**src/rtl/fma_pkg.sv**
```systemverilog
// Shared definitions for the fixed-point multiply-add lane bank: lane field
// layout, pipeline state encoding and the saturating resize helper.
package fma_pkg;

    localparam int unsigned DEF_WIDTH   = 16;
    localparam int unsigned A_LSB       = 0;
    localparam int unsigned B_LSB       = DEF_WIDTH;
    localparam int unsigned C_LSB       = 2 * DEF_WIDTH;
    localparam int unsigned LANE_STRIDE = 3 * DEF_WIDTH;

    localparam int unsigned SAT_MAX_W = 64;

    typedef enum logic [1:0] {
        ST_IDLE  = 2'd0,
        ST_FILL  = 2'd1,
        ST_RUN   = 2'd2,
        ST_DRAIN = 2'd3
    } state_e;

    typedef struct packed {
        logic signed [SAT_MAX_W-1:0] value;
        logic                        clipped;
    } sat_t;

    // Treats the low in_w bits of v as signed and clamps them to out_w bits.
    function automatic sat_t sat_resize(input logic signed [SAT_MAX_W-1:0] v,
                                        input int unsigned in_w,
                                        input int unsigned out_w);
        logic signed [SAT_MAX_W-1:0] v_ext;
        logic signed [SAT_MAX_W-1:0] hi;
        logic signed [SAT_MAX_W-1:0] lo;
        sat_t                        r;
        v_ext = (v <<< (SAT_MAX_W - in_w)) >>> (SAT_MAX_W - in_w);
        hi    = (64'sd1 <<< (out_w - 1)) - 64'sd1;
        lo    = ~hi;
        if (v_ext > hi) begin
            r.value   = hi;
            r.clipped = 1'b1;
        end else if (v_ext < lo) begin
            r.value   = lo;
            r.clipped = 1'b1;
        end else begin
            r.value   = v_ext;
            r.clipped = 1'b0;
        end
        return r;
    endfunction

endpackage

```
**src/rtl/fma_lane_bank_if.sv**
```systemverilog
// Beat input and packed result bus between the memory buffer, the lane bank
// and write-back.
interface fma_lane_bank_if #(
    parameter int unsigned WIDTH     = 16,
    parameter int unsigned FMA_COUNT = 4
);
    logic [FMA_COUNT*3*WIDTH-1:0] abc_in;
    logic [FMA_COUNT-1:0]         c_valid_in;
    logic                         abc_valid_in;
    logic [FMA_COUNT*WIDTH-1:0]   result_out;
    logic                         result_valid_out;
    logic [FMA_COUNT-1:0]         overflow_out;
    logic                         busy_out;

    modport master (
        output abc_in, c_valid_in, abc_valid_in,
        input  result_out, result_valid_out, overflow_out, busy_out
    );

    modport slave (
        input  abc_in, c_valid_in, abc_valid_in,
        output result_out, result_valid_out, overflow_out, busy_out
    );
endinterface

```
**src/rtl/fma_lane.sv**
```systemverilog
// One multiply-add lane: stage-1 product/addend capture, stage-2 scale,
// saturate, accumulate and registered result.
module fma_lane
    import fma_pkg::*;
#(
    parameter int unsigned WIDTH     = 16,
    parameter int unsigned FRAC_BITS = 8
) (
    input  logic             clk_in,
    input  logic             rst_in,
    input  logic             i_load,
    input  logic             i_fire,
    input  logic [WIDTH-1:0] i_a,
    input  logic [WIDTH-1:0] i_b,
    input  logic [WIDTH-1:0] i_c,
    input  logic             i_c_valid,
    output logic [WIDTH-1:0] o_result,
    output logic             o_overflow
);

    logic signed [2*WIDTH-1:0] r_p;
    logic        [WIDTH-1:0]   r_c;
    logic                      r_cv;
    logic        [WIDTH-1:0]   r_acc;
    logic        [WIDTH-1:0]   r_result;
    logic                      r_overflow;

    logic signed [2*WIDTH-1:0] w_ps;
    logic        [WIDTH-1:0]   w_ps_sat;
    logic                      w_ps_clip;
    logic        [WIDTH-1:0]   w_addend;
    logic signed [WIDTH:0]     w_sum;
    logic        [WIDTH-1:0]   w_sum_sat;
    logic                      w_sum_clip;
    sat_t                      w_ps_res;
    sat_t                      w_sum_res;

    // Stage-1 capture of the full-precision product and addend selection.
    always_ff @(posedge clk_in) begin
        if (rst_in) begin
            r_p  <= '0;
            r_c  <= '0;
            r_cv <= 1'b0;
        end else if (i_load) begin
            r_p  <= $signed(i_a) * $signed(i_b);
            r_c  <= i_c;
            r_cv <= i_c_valid;
        end else begin
            r_p  <= r_p;
            r_c  <= r_c;
            r_cv <= r_cv;
        end
    end

    // Floor-scale the product, clamp it, then add and clamp the sum.
    always_comb begin
        w_ps      = r_p >>> FRAC_BITS;
        w_ps_res  = sat_resize({{(SAT_MAX_W-2*WIDTH){w_ps[2*WIDTH-1]}}, w_ps},
                               2 * WIDTH, WIDTH);
        w_ps_sat  = WIDTH'(w_ps_res.value);
        w_ps_clip = w_ps_res.clipped;
        w_addend  = r_cv ? r_c : r_acc;
        w_sum     = $signed({w_ps_sat[WIDTH-1], w_ps_sat})
                  + $signed({w_addend[WIDTH-1], w_addend});
        w_sum_res = sat_resize({{(SAT_MAX_W-WIDTH-1){w_sum[WIDTH]}}, w_sum},
                               WIDTH + 1, WIDTH);
        w_sum_sat  = WIDTH'(w_sum_res.value);
        w_sum_clip = w_sum_res.clipped;
    end

    // Stage-2 retire: accumulator, result and overflow move together.
    always_ff @(posedge clk_in) begin
        if (rst_in) begin
            r_acc      <= '0;
            r_result   <= '0;
            r_overflow <= 1'b0;
        end else if (i_fire) begin
            r_acc      <= w_sum_sat;
            r_result   <= w_sum_sat;
            r_overflow <= w_ps_clip | w_sum_clip;
        end else begin
            r_acc      <= r_acc;
            r_result   <= r_result;
            r_overflow <= r_overflow;
        end
    end

    assign o_result   = r_result;
    assign o_overflow = r_overflow;

endmodule

```
**src/rtl/fma_lane_bank.sv**
```systemverilog
// Bank of fixed-point multiply-add lanes behind a two-stage pipeline with
// one shared beat strobe and one shared result strobe.
module fma_lane_bank
    import fma_pkg::*;
#(
    parameter int unsigned WIDTH     = DEF_WIDTH,
    parameter int unsigned FMA_COUNT = 4,
    parameter int unsigned FRAC_BITS = 8
) (
    input  logic            clk_in,
    input  logic            rst_in,
    fma_lane_bank_if.slave  bus
);

    // Field layout scales with WIDTH from the default-width package layout.
    localparam int unsigned L_A      = A_LSB / DEF_WIDTH * WIDTH;
    localparam int unsigned L_B      = B_LSB / DEF_WIDTH * WIDTH;
    localparam int unsigned L_C      = C_LSB / DEF_WIDTH * WIDTH;
    localparam int unsigned L_STRIDE = LANE_STRIDE / DEF_WIDTH * WIDTH;

    state_e r_state;
    state_e w_state_next;
    logic   w_s1_valid;
    logic   w_s2_valid;

    // Pipeline occupancy register.
    always_ff @(posedge clk_in) begin
        if (rst_in) begin
            r_state <= ST_IDLE;
        end else begin
            r_state <= w_state_next;
        end
    end

    // Decode stage valids and advance: stage 1 takes the beat, stage 2 takes stage 1.
    always_comb begin
        w_s1_valid   = 1'b0;
        w_s2_valid   = 1'b0;
        w_state_next = ST_IDLE;
        case (r_state)
            ST_FILL:  w_s1_valid = 1'b1;
            ST_RUN: begin
                w_s1_valid = 1'b1;
                w_s2_valid = 1'b1;
            end
            ST_DRAIN: w_s2_valid = 1'b1;
            default: begin
                w_s1_valid = 1'b0;
                w_s2_valid = 1'b0;
            end
        endcase
        case ({bus.abc_valid_in, w_s1_valid})
            2'b10:   w_state_next = ST_FILL;
            2'b11:   w_state_next = ST_RUN;
            2'b01:   w_state_next = ST_DRAIN;
            default: w_state_next = ST_IDLE;
        endcase
    end

    assign bus.result_valid_out = w_s2_valid;
    assign bus.busy_out         = w_s1_valid | w_s2_valid;

    for (genvar g = 0; g < FMA_COUNT; g++) begin : g_lane
        fma_lane #(
            .WIDTH     (WIDTH),
            .FRAC_BITS (FRAC_BITS)
        ) u_lane (
            .clk_in     (clk_in),
            .rst_in     (rst_in),
            .i_load     (bus.abc_valid_in),
            .i_fire     (w_s1_valid),
            .i_a        (bus.abc_in[L_STRIDE*g + L_A +: WIDTH]),
            .i_b        (bus.abc_in[L_STRIDE*g + L_B +: WIDTH]),
            .i_c        (bus.abc_in[L_STRIDE*g + L_C +: WIDTH]),
            .i_c_valid  (bus.c_valid_in[g]),
            .o_result   (bus.result_out[WIDTH*g +: WIDTH]),
            .o_overflow (bus.overflow_out[g])
        );
    end

endmodule

```
**src/flat_wrapper.sv**
```systemverilog
// flat-port wrapper written by rule: the top's interface ports become plain ports
module fma_lane_bank_flat import fma_pkg::*;
#(
    parameter int unsigned WIDTH     = DEF_WIDTH,
    parameter int unsigned FMA_COUNT = 4,
    parameter int unsigned FRAC_BITS = 8
)
  (clk_in, rst_in, bus_abc_in, bus_c_valid_in, bus_abc_valid_in, bus_result_out, bus_result_valid_out, bus_overflow_out, bus_busy_out);
  fma_lane_bank_if #(.WIDTH(WIDTH), .FMA_COUNT(FMA_COUNT)) bus_i ();
  input  logic clk_in;
  input  logic rst_in;
  input wire logic [$bits(bus_i.abc_in)-1:0] bus_abc_in;
  input wire logic [$bits(bus_i.c_valid_in)-1:0] bus_c_valid_in;
  input wire logic [$bits(bus_i.abc_valid_in)-1:0] bus_abc_valid_in;
  output wire logic [$bits(bus_i.result_out)-1:0] bus_result_out;
  output wire logic [$bits(bus_i.result_valid_out)-1:0] bus_result_valid_out;
  output wire logic [$bits(bus_i.overflow_out)-1:0] bus_overflow_out;
  output wire logic [$bits(bus_i.busy_out)-1:0] bus_busy_out;
  assign bus_i.abc_in = bus_abc_in;
  assign bus_i.c_valid_in = bus_c_valid_in;
  assign bus_i.abc_valid_in = bus_abc_valid_in;
  assign bus_result_out = bus_i.result_out;
  assign bus_result_valid_out = bus_i.result_valid_out;
  assign bus_overflow_out = bus_i.overflow_out;
  assign bus_busy_out = bus_i.busy_out;
  fma_lane_bank #(.WIDTH(WIDTH), .FMA_COUNT(FMA_COUNT), .FRAC_BITS(FRAC_BITS)) u_core (.clk_in(clk_in), .rst_in(rst_in), .bus(bus_i));
endmodule
```
**config.mk**
```make
export PLATFORM = sky130hd
export DESIGN_NAME = fma_lane_bank_flat
export DESIGN_NICKNAME = d
export VERILOG_FILES = /design/src/rtl/fma_pkg.sv /design/src/rtl/fma_lane_bank_if.sv /design/src/rtl/fma_lane.sv /design/src/rtl/fma_lane_bank.sv /design/src/flat_wrapper.sv
export SDC_FILE = /design/constraint.sdc
export NUM_CORES = 2
export LEC_CHECK = 0
export ABC_CLOCK_PERIOD_IN_PS = 7980
export CORE_UTILIZATION = 30
export CTS_CLUSTER_DIAMETER = 50
export DETAILED_ROUTE_END_ITERATION = 8
export PLACE_DENSITY = 0.57
export SYNTH_ARGS = -nofsm -noshare
export SYNTH_HDL_FRONTEND = slang
export SYNTH_SLANG_ARGS = --single-unit
```
**constraint.sdc**
```tcl
create_clock -name clk_in -period 7.98 [get_ports clk_in]
set_clock_uncertainty 0.2 [all_clocks]
set_input_delay 1.596 -clock clk_in [delete_from_list [all_inputs] [get_ports clk_in]]
set_output_delay 1.596 -clock clk_in [all_outputs]
set_load 0.05 [all_outputs]
```
==> summary.txt <==
=================================================================================================
Outcome                                                                              finished, final reports clean
Port Buffer Count                                                                             268
Final weighted congestion in routability-driven placement                                  0.8898
Die Outline Area                                                                     170,400 sq um
Cell chosen for the clock root                                                       sky130_fd_sc_hd__clkbuf_16
Via count of the first global-routing pass                                                 41.53k
Syn nets                                                                                    7,183
Cts hold-fix bufs                                                                               0
Setup violations, final                                                                         0
Final hold violation count                                                                      0
Post-cts gate resize count                                                                      0
Unrepaired setup endpoints after global routing                                                no
Share of the clock period used by the worst path                                           96.58%
Cell types with the largest area share after synthesis                               sky130_fd_sc_hd__fa_1 (41%), sky130_fd_sc_hd__ha_1 (9.5%), sky130_fd_sc_hd__dfxtp_1 (9.3%)
Number of distinct library cell variants in the gate-level netlist after synthesis             83
Post-CTS Setup Bufs                                                                             0
Post-layout min period                                                                   7.707 ns
Max-cap violations                                                                              0
Maximum number of pins on one net before global-route repair                                   69
Arrival time of data at the critical path endpoint                                        7.98 ns
Share of layout cells above drive strength 1                                               11.59%
Commonest non-fill, non-tap cells in the layout                                      sky130_fd_sc_hd__inv_1 (1,228), sky130_fd_sc_hd__fa_1 (1,048), sky130_fd_sc_hd__nand2_1 (617)
Gate count of the mapped netlist                                                            5,550
Smallest hold slack                                                                     0.2601 ns
Total number of vias                                                                       38.33k
Share of synthesized area occupied by flip-flops and latches                               9.251%
Placeable core region                                                                167,400 sq um
Count of flip-flops with a built-in enable after synthesis                                      0
Later-pin clock latency in the skew report                                                0.64 ns
Combined area of the multi-input logic cells                                         40,500 sq um
DRT iter0 DRCs                                                                              1,561
Slew at the pin with the worst max-slew slack                                            1.102 ns
Total CTS buffers                                                                              50
Dominant synthesized flop cell                                                       sky130_fd_sc_hd__dfxtp_1
Path type of the worst min-delay path                                                     reg2reg
Final critical-path setup slack                                                         0.2731 ns
Mapped Avg Cell Area                                                                  9.124 sq um
Max clock buf depth                                                                             3
Crit-path cells                                                                      clkdlybuf4s50_1, and2_1, fa_1, inv_1, fa_1, fa_1, inv_1, fa_1, fa_1, inv_1, fa_1, inv_1, ha_1, nand4_1, nor2_1, a41oi_1, nor2_1, o41ai_2, buf_4, o21ai_1, a31o_2, a21oi_1, xor2_1, o21ai_0
Dpl hpwl                                                                             120,900 microns
ANT cells                                                                                       0
Antenna violations before repair                                                                9
Cell Area, Synth                                                                     50,640 sq um
Highest attainable clock frequency                                                      129.8 MHz
DRC                                                                                             0
FILL cells                                                                                 17.13k
Post-route ant nets                                                                             0
Worst path required time                                                                  8.25 ns
Worst setup EP type                                                                      register
Cell accounting for the most synthesized area                                        sky130_fd_sc_hd__fa_1
Worst-path maximum fanout                                                                       7
First-pass GRT wire length                                                           226,900 microns
Commonest non-fill, non-tap cell in the layout                                       sky130_fd_sc_hd__inv_1
Area share of the largest cell type after synthesis                                        41.43%
Total of warnings raised by yosys                                                               0
Area added between synthesis and finish                                                    20.80%
Final-report max-slew violation count                                                           0
Fin nets                                                                                    7,805
Crit-path max cell delay                                                                  0.63 ns
Setup crit start kind                                                                primary input
Final Instance Count excl. Fillers                                                          8,416
Number of detailed-routing iterations run before antenna repair                                 5
FF+latch area                                                                          4684 sq um
Final global-route overflow total                                                               0
CTS tree                                                                                     done
Std cell rows                                                                                 150
Chip height                                                                          412.8 microns
Relative max-transition margin                                                             25.07%
Number of vias per cell after detailed routing                                              4.554
Crit-path most repeated cell                                                         sky130_fd_sc_hd__fa_1
Starting Density                                                                           30.25%
Share of async-settable or async-resettable flops after synthesis                              0%
DIE WIDTH                                                                            412.8 microns
Post-placement setup slack                                                             -0.5057 ns
# clock sinks                                                                                 234
Total global routing track utilization                                                     16.89%
Clock slew at reported path FFs                                                           0.05 ns
Sum of routed wire length over all layers                                            140,300 microns
Critical-path cell with the highest stage delay                                      sky130_fd_sc_hd__clkdlybuf4s50_1
Io pins                                                                                       269
Synthesized flop and latch total                                                              234
WS Path Type                                                                               in2reg
Placed cells                                                                                8,324
H-tree level count                                                                              2
Per-cell routed wire length                                                          16.68 microns
=================================================================================================
-- worst paths after layout --
kind	startpoint	to	slack [ns]	cells past startpoint
hold reg to reg	u_core.g_lane[1].u_lane.r_p[18]	u_core.g_lane[1].u_lane.r_p[18]	0.26	2
hold / removal	u_core.g_lane[1].u_lane.r_p[18]	u_core.g_lane[1].u_lane.r_p[18]	0.26	2
setup reg to reg	u_core.g_lane[3].u_lane.r_cv	u_core.g_lane[3].u_lane.o_result[0]	2.87	13
setup / recovery	bus_abc_in[103]	u_core.g_lane[2].u_lane.r_p[30]	0.27	24
-- layout make-up --
type                            instances  share of cell area (%)
Inverter                             1230                   7.547
Timing Repair Buffer                  788                   11.04
Clock buffer                           56                   2.131
Tap cell                             2204                   4.508
Sequential cell                       234                   7.658
Clock inverter                         36                  0.9041
Multi-Input combinational cell       3868                   66.21
-- per-layer routing --
| metal | GRT usage (%) | vias to the layer above | share of wire, % |
|---|---|---|---|
| met2 | 27.43 | 767 | 46 |
| li1 | - | 18120 | - |
| met1 | 22.45 | 19270 | 45 |
| met3 | 4.053 | 165 | 7.0 |
| met5 | 0 | - | 0.044 |
| met4 | 4.307 | 10 | 2.6 |
-- logic make-up (layout without fill, tap and decap cells) --
logic type                 count (synthesis)  count (layout)  synth area share (%)
buffers and inverters                   1448            2110                 10.84
AOI/OAI and AO/OA                        519             519                 7.143
adders and majority gates               1489            1489                 52.06
muxes                                    170             170                 3.541
and+or+nand+nor                         1522            1522                 14.21
DFF                                      234             234                 9.251
xor gates and xnor gates                 168             168                 2.958
-- stage by stage --
| stage | util (%) | area (sq um) | TNS, ns |
|---|---|---|---|
| after CTS | 36.53 | 61150 | 0 |
| after detailed placement | 35.42 | 59290 | -10.44 |
| final | 36.54 | 61170 | 0 |
| after global routing | 36.54 | 61170 | 0 |
| after floorplan | - | 50640 | 0 |
| after global placement | 35.42 | 59290 | -8.785 |
-- synth_stat cells, drive strengths merged (17+ instances only) --
cell type,instances
clkbuf,201
buf,17
a21oi,103
a21o,50
nor2,298
mux2,60
a211oi,69
inv,1228
nand2,617
o21a,84
dfxtp,234
fa,1048
nand4,25
mux2i,110
xnor2,103
nor2b,19
and2,427
o21ai,101
xor2,65
nor3,35
nand2b,37
ha,386
maj3,55
-- sequential cells by signal (all words and copies together) (netlist names) --
| signal | count |
|---|---|
| u_core.g_lane.u_lane.r_p | 96 |
| u_core.g_lane.u_lane.r_c | 64 |
| u_core.g_lane.u_lane.r_acc | 32 |
| u_core.g_lane.u_lane.o_result | 32 |
| u_core.g_lane.u_lane.o_overflow | 4 |
| u_core.g_lane.u_lane.r_cv | 4 |
| u_core.r_state | 2 |
-- critical path, delay by kind of cell --
| family | cells | cell delay (ns) |
|---|---|---|
| fa+ha+maj | 7 | 3.32 |
| compound gates | 6 | 1.32 |
| buf+inv | 6 | 1.00 |
| simple gates | 4 | 0.60 |
| xor+xnor | 1 | 0.15 |
Power is not shown: default switching activity piles up to over one toggle a cycle in this logic, so the estimate is an artifact.
==> RTL edit: new RTL, config.mk and constraints unchanged <==
Make the reset (`rst_in`) asynchronous in 3 clocked blocks.
--- a/src/rtl/fma_lane.sv
+++ b/src/rtl/fma_lane.sv
@@ -38,3 +38,3 @@
     // Stage-1 capture of the full-precision product and addend selection.
-    always_ff @(posedge clk_in) begin
+    always_ff @(posedge clk_in or posedge rst_in) begin
         if (rst_in) begin
@@ -71,3 +71,3 @@
     // Stage-2 retire: accumulator, result and overflow move together.
-    always_ff @(posedge clk_in) begin
+    always_ff @(posedge clk_in or posedge rst_in) begin
         if (rst_in) begin
--- a/src/rtl/fma_lane_bank.sv
+++ b/src/rtl/fma_lane_bank.sv
@@ -26,3 +26,3 @@
     // Pipeline occupancy register.
-    always_ff @(posedge clk_in) begin
+    always_ff @(posedge clk_in or posedge rst_in) begin
         if (rst_in) begin
Function: differs if rst_in is asserted again (counterexample within 4 cycles, from zero or initial values and one cycle with rst_in high); with rst_in held inactive, the same outputs for 4 cycles.
==> RTL edit against the unedited design <==
- sequential share of layout area rose by 2.0 points
- routed wire length is 3.9% lower
- design area down 0.62%
- sequential cell count unchanged
- area after synthesis grew 1.2%
- synthesized cell count shrank 2.0%
- setup slack gained 0.023 ns
- critical endpoint is now u_core.g_lane[2].u_lane.r_p[29]$_DFFE_PP0P_
Power is left out: the tool's default activity adds up to more than one toggle a clock period on the data nets, which glitch-free logic cannot reach.
==> RTL edit: results (changes against the unedited design) <==
stage;metric;value;unit;change
status;outcome;complete, no violations;;
worst_setup_path;crit-reg2reg-launch;u_core.g_lane[0].u_lane.r_p[30]$_DFFE_PP0P_;;
worst_setup_path;crit_arrival;7.93;ns;-0.05 ns
worst_setup_path;r2r_cells;15;;+2
finish;nNetsFinal;7603;;-2.6%
placement;port_buffers;268;;unchanged
worst_setup_path;path_delay_family;adder cells;;
clock_network;clockBufferDepth;3;;unchanged
detailed_routing;drtIter0Drc;1710;;+9.5%
sta;finalWorstSetupSlack;0.297;ns;+0.0234 ns
min_path;min_from;u_core.g_lane[3].u_lane.r_p[9]$_DFFE_PP0P_;;
global_route;grt_pass1_wl;224;mm;-1.5%
placement;post-place-ws;-0.291;ns;+0.215 ns
synthesis;synth_nets;7067;;-1.6%
global_route;grt_pass1_vias;41700;;+0.35%
detailed_routing;drt_pass1_iterations;7;;+2
finish;top_register;u_core.g_lane.u_lane.r_p;;
detailed_routing;routed_wl;135;mm;-3.9%
worst_setup_path;reg2reg_to;u_core.g_lane[0].u_lane.r_acc[11]$_DFFE_PP0N_;;
min_path;min_to;u_core.g_lane[3].u_lane.r_p[9]$_DFFE_PP0P_;;
clock_network;cts_buffers;42;;-16%
worst_setup_path;crit_start;bus_abc_in[105];;
placement;hpwl;117;mm;-3.1%
detailed_routing;via_count;38000;;-0.97%
synthesis;netlist_top_cells_count;inv_1, fa_1, nand2_1, and2_1, ha_1;;
synthesis;synth_seq_area_share;11.4;%;+2.2 points
worst_setup_path;reg2reg_slack;3.01;ns;+0.14 ns
worst_setup_path;slowest_delay;0.58;ns;-0.05 ns
worst_setup_path;cp_max_fo;7;;unchanged
synthesis;synth.area.mux_share;4.12;%;+0.58 points
synthesis;ys.flop_type;dfrtp_1;;
min_path;worstHoldPathCells;2;;unchanged
synthesis;yosys.area_share.xor_xnor;2.92;%;-0.034 points
worst_setup_path;worstSetupEndpoint;u_core.g_lane[2].u_lane.r_p[29]$_DFFE_PP0P_;;
finish;drive_above_1_share;11.9;%;+0.28 points
synthesis;synth_compound_area_share;6.90;%;-0.25 points
placement;placed_cell_area;0.0593;mm2;about the same
global_route;grt_max_degree;116;;+68%
clock_network;cts_resized;0;;unchanged
global_route;grt_use_total;16.1;%;-0.81 points
synthesis;synth-async-reset-ratio;100;%;+100 points
synthesis;synthTopCellsByArea;fa_1, dfrtp_1, ha_1;;
clock_network;clk_latency;0.60;ns;-0.04 ns
clock_network;cts_setup_buffers;0;;unchanged
min_path;min-delay-path-class;reg -> reg;;
global_route;grt_overflow;0;;unchanged
synthesis;synth.distinct_cells;82;;-1.2%
global_route;antenna_found_initial;9;;unchanged
sta;tightest_slew;1.24;ns;+0.136 ns
worst_setup_path;cp_slowest_cell;clkdlybuf4s50_1;;
placement;place.gp.congestion;0.877;;-1.5%
clock_network;cts_htree_levels;2;;unchanged
synthesis;synthAdderAreaFrac;50.8;%;-1.3 points
-- RTL edit: cell type report --
| cell class | instances | area, um2 |
|---|---|---|
| Tap cell | 2218 | 2780 |
| Sequential cell | 234 | 5860 |
| Timing Repair Buffer | 694 | 6030 |
| Inverter | 1254 | 4710 |
| Multi-Input combinational cell | 3747 | 39900 |
| Fill cell | 17100 | 109000 |
| Clock inverter | 29 | 422 |
| Clock buffer | 47 | 1080 |
| Antenna cell | 3 | 7.51 |
-- RTL edit: stage by stage --
stage	hold slack [ns]	util (%)	instances
5_1_grt	0.308	35.9	8224
3_5_place_dp	0.276	35.0	8147
4_1_cts	0.292	35.9	8223
3_3_place_gp	0.268	35.0	8147
6_report	0.282	35.9	8226
2_1_floorplan	0.247	-	5437
-- RTL edit: logic make-up (layout without fill, tap and decap cells) --
logic type               Yosys count  in the layout
AO/OA/AOI/OAI                    547            547
XOR/XNOR                         171            171
adder cells (fa/ha/maj)         1453           1453
buffers and inverters           1456           2024
flip-flops                       234            234
multiplexers                     188            188
other                              0              3
AND/OR/NAND/NOR                 1388           1388
-- RTL edit: layer usage --
layer	wire, um	vias to the layer above	track usage (%)
li1	-	17600	-
met1	61400	19400	22.1
met2	64500	797	26.9
met3	5860	150	1.68
met4	3140	0	4.09
met5	0	-	0
-- RTL edit: worst min-delay path, cell delays in order, from the launching register on --
cell and delay (ns):
dfrtp_1 0.34, nand2_1 0.05, o21ai_0 0.06
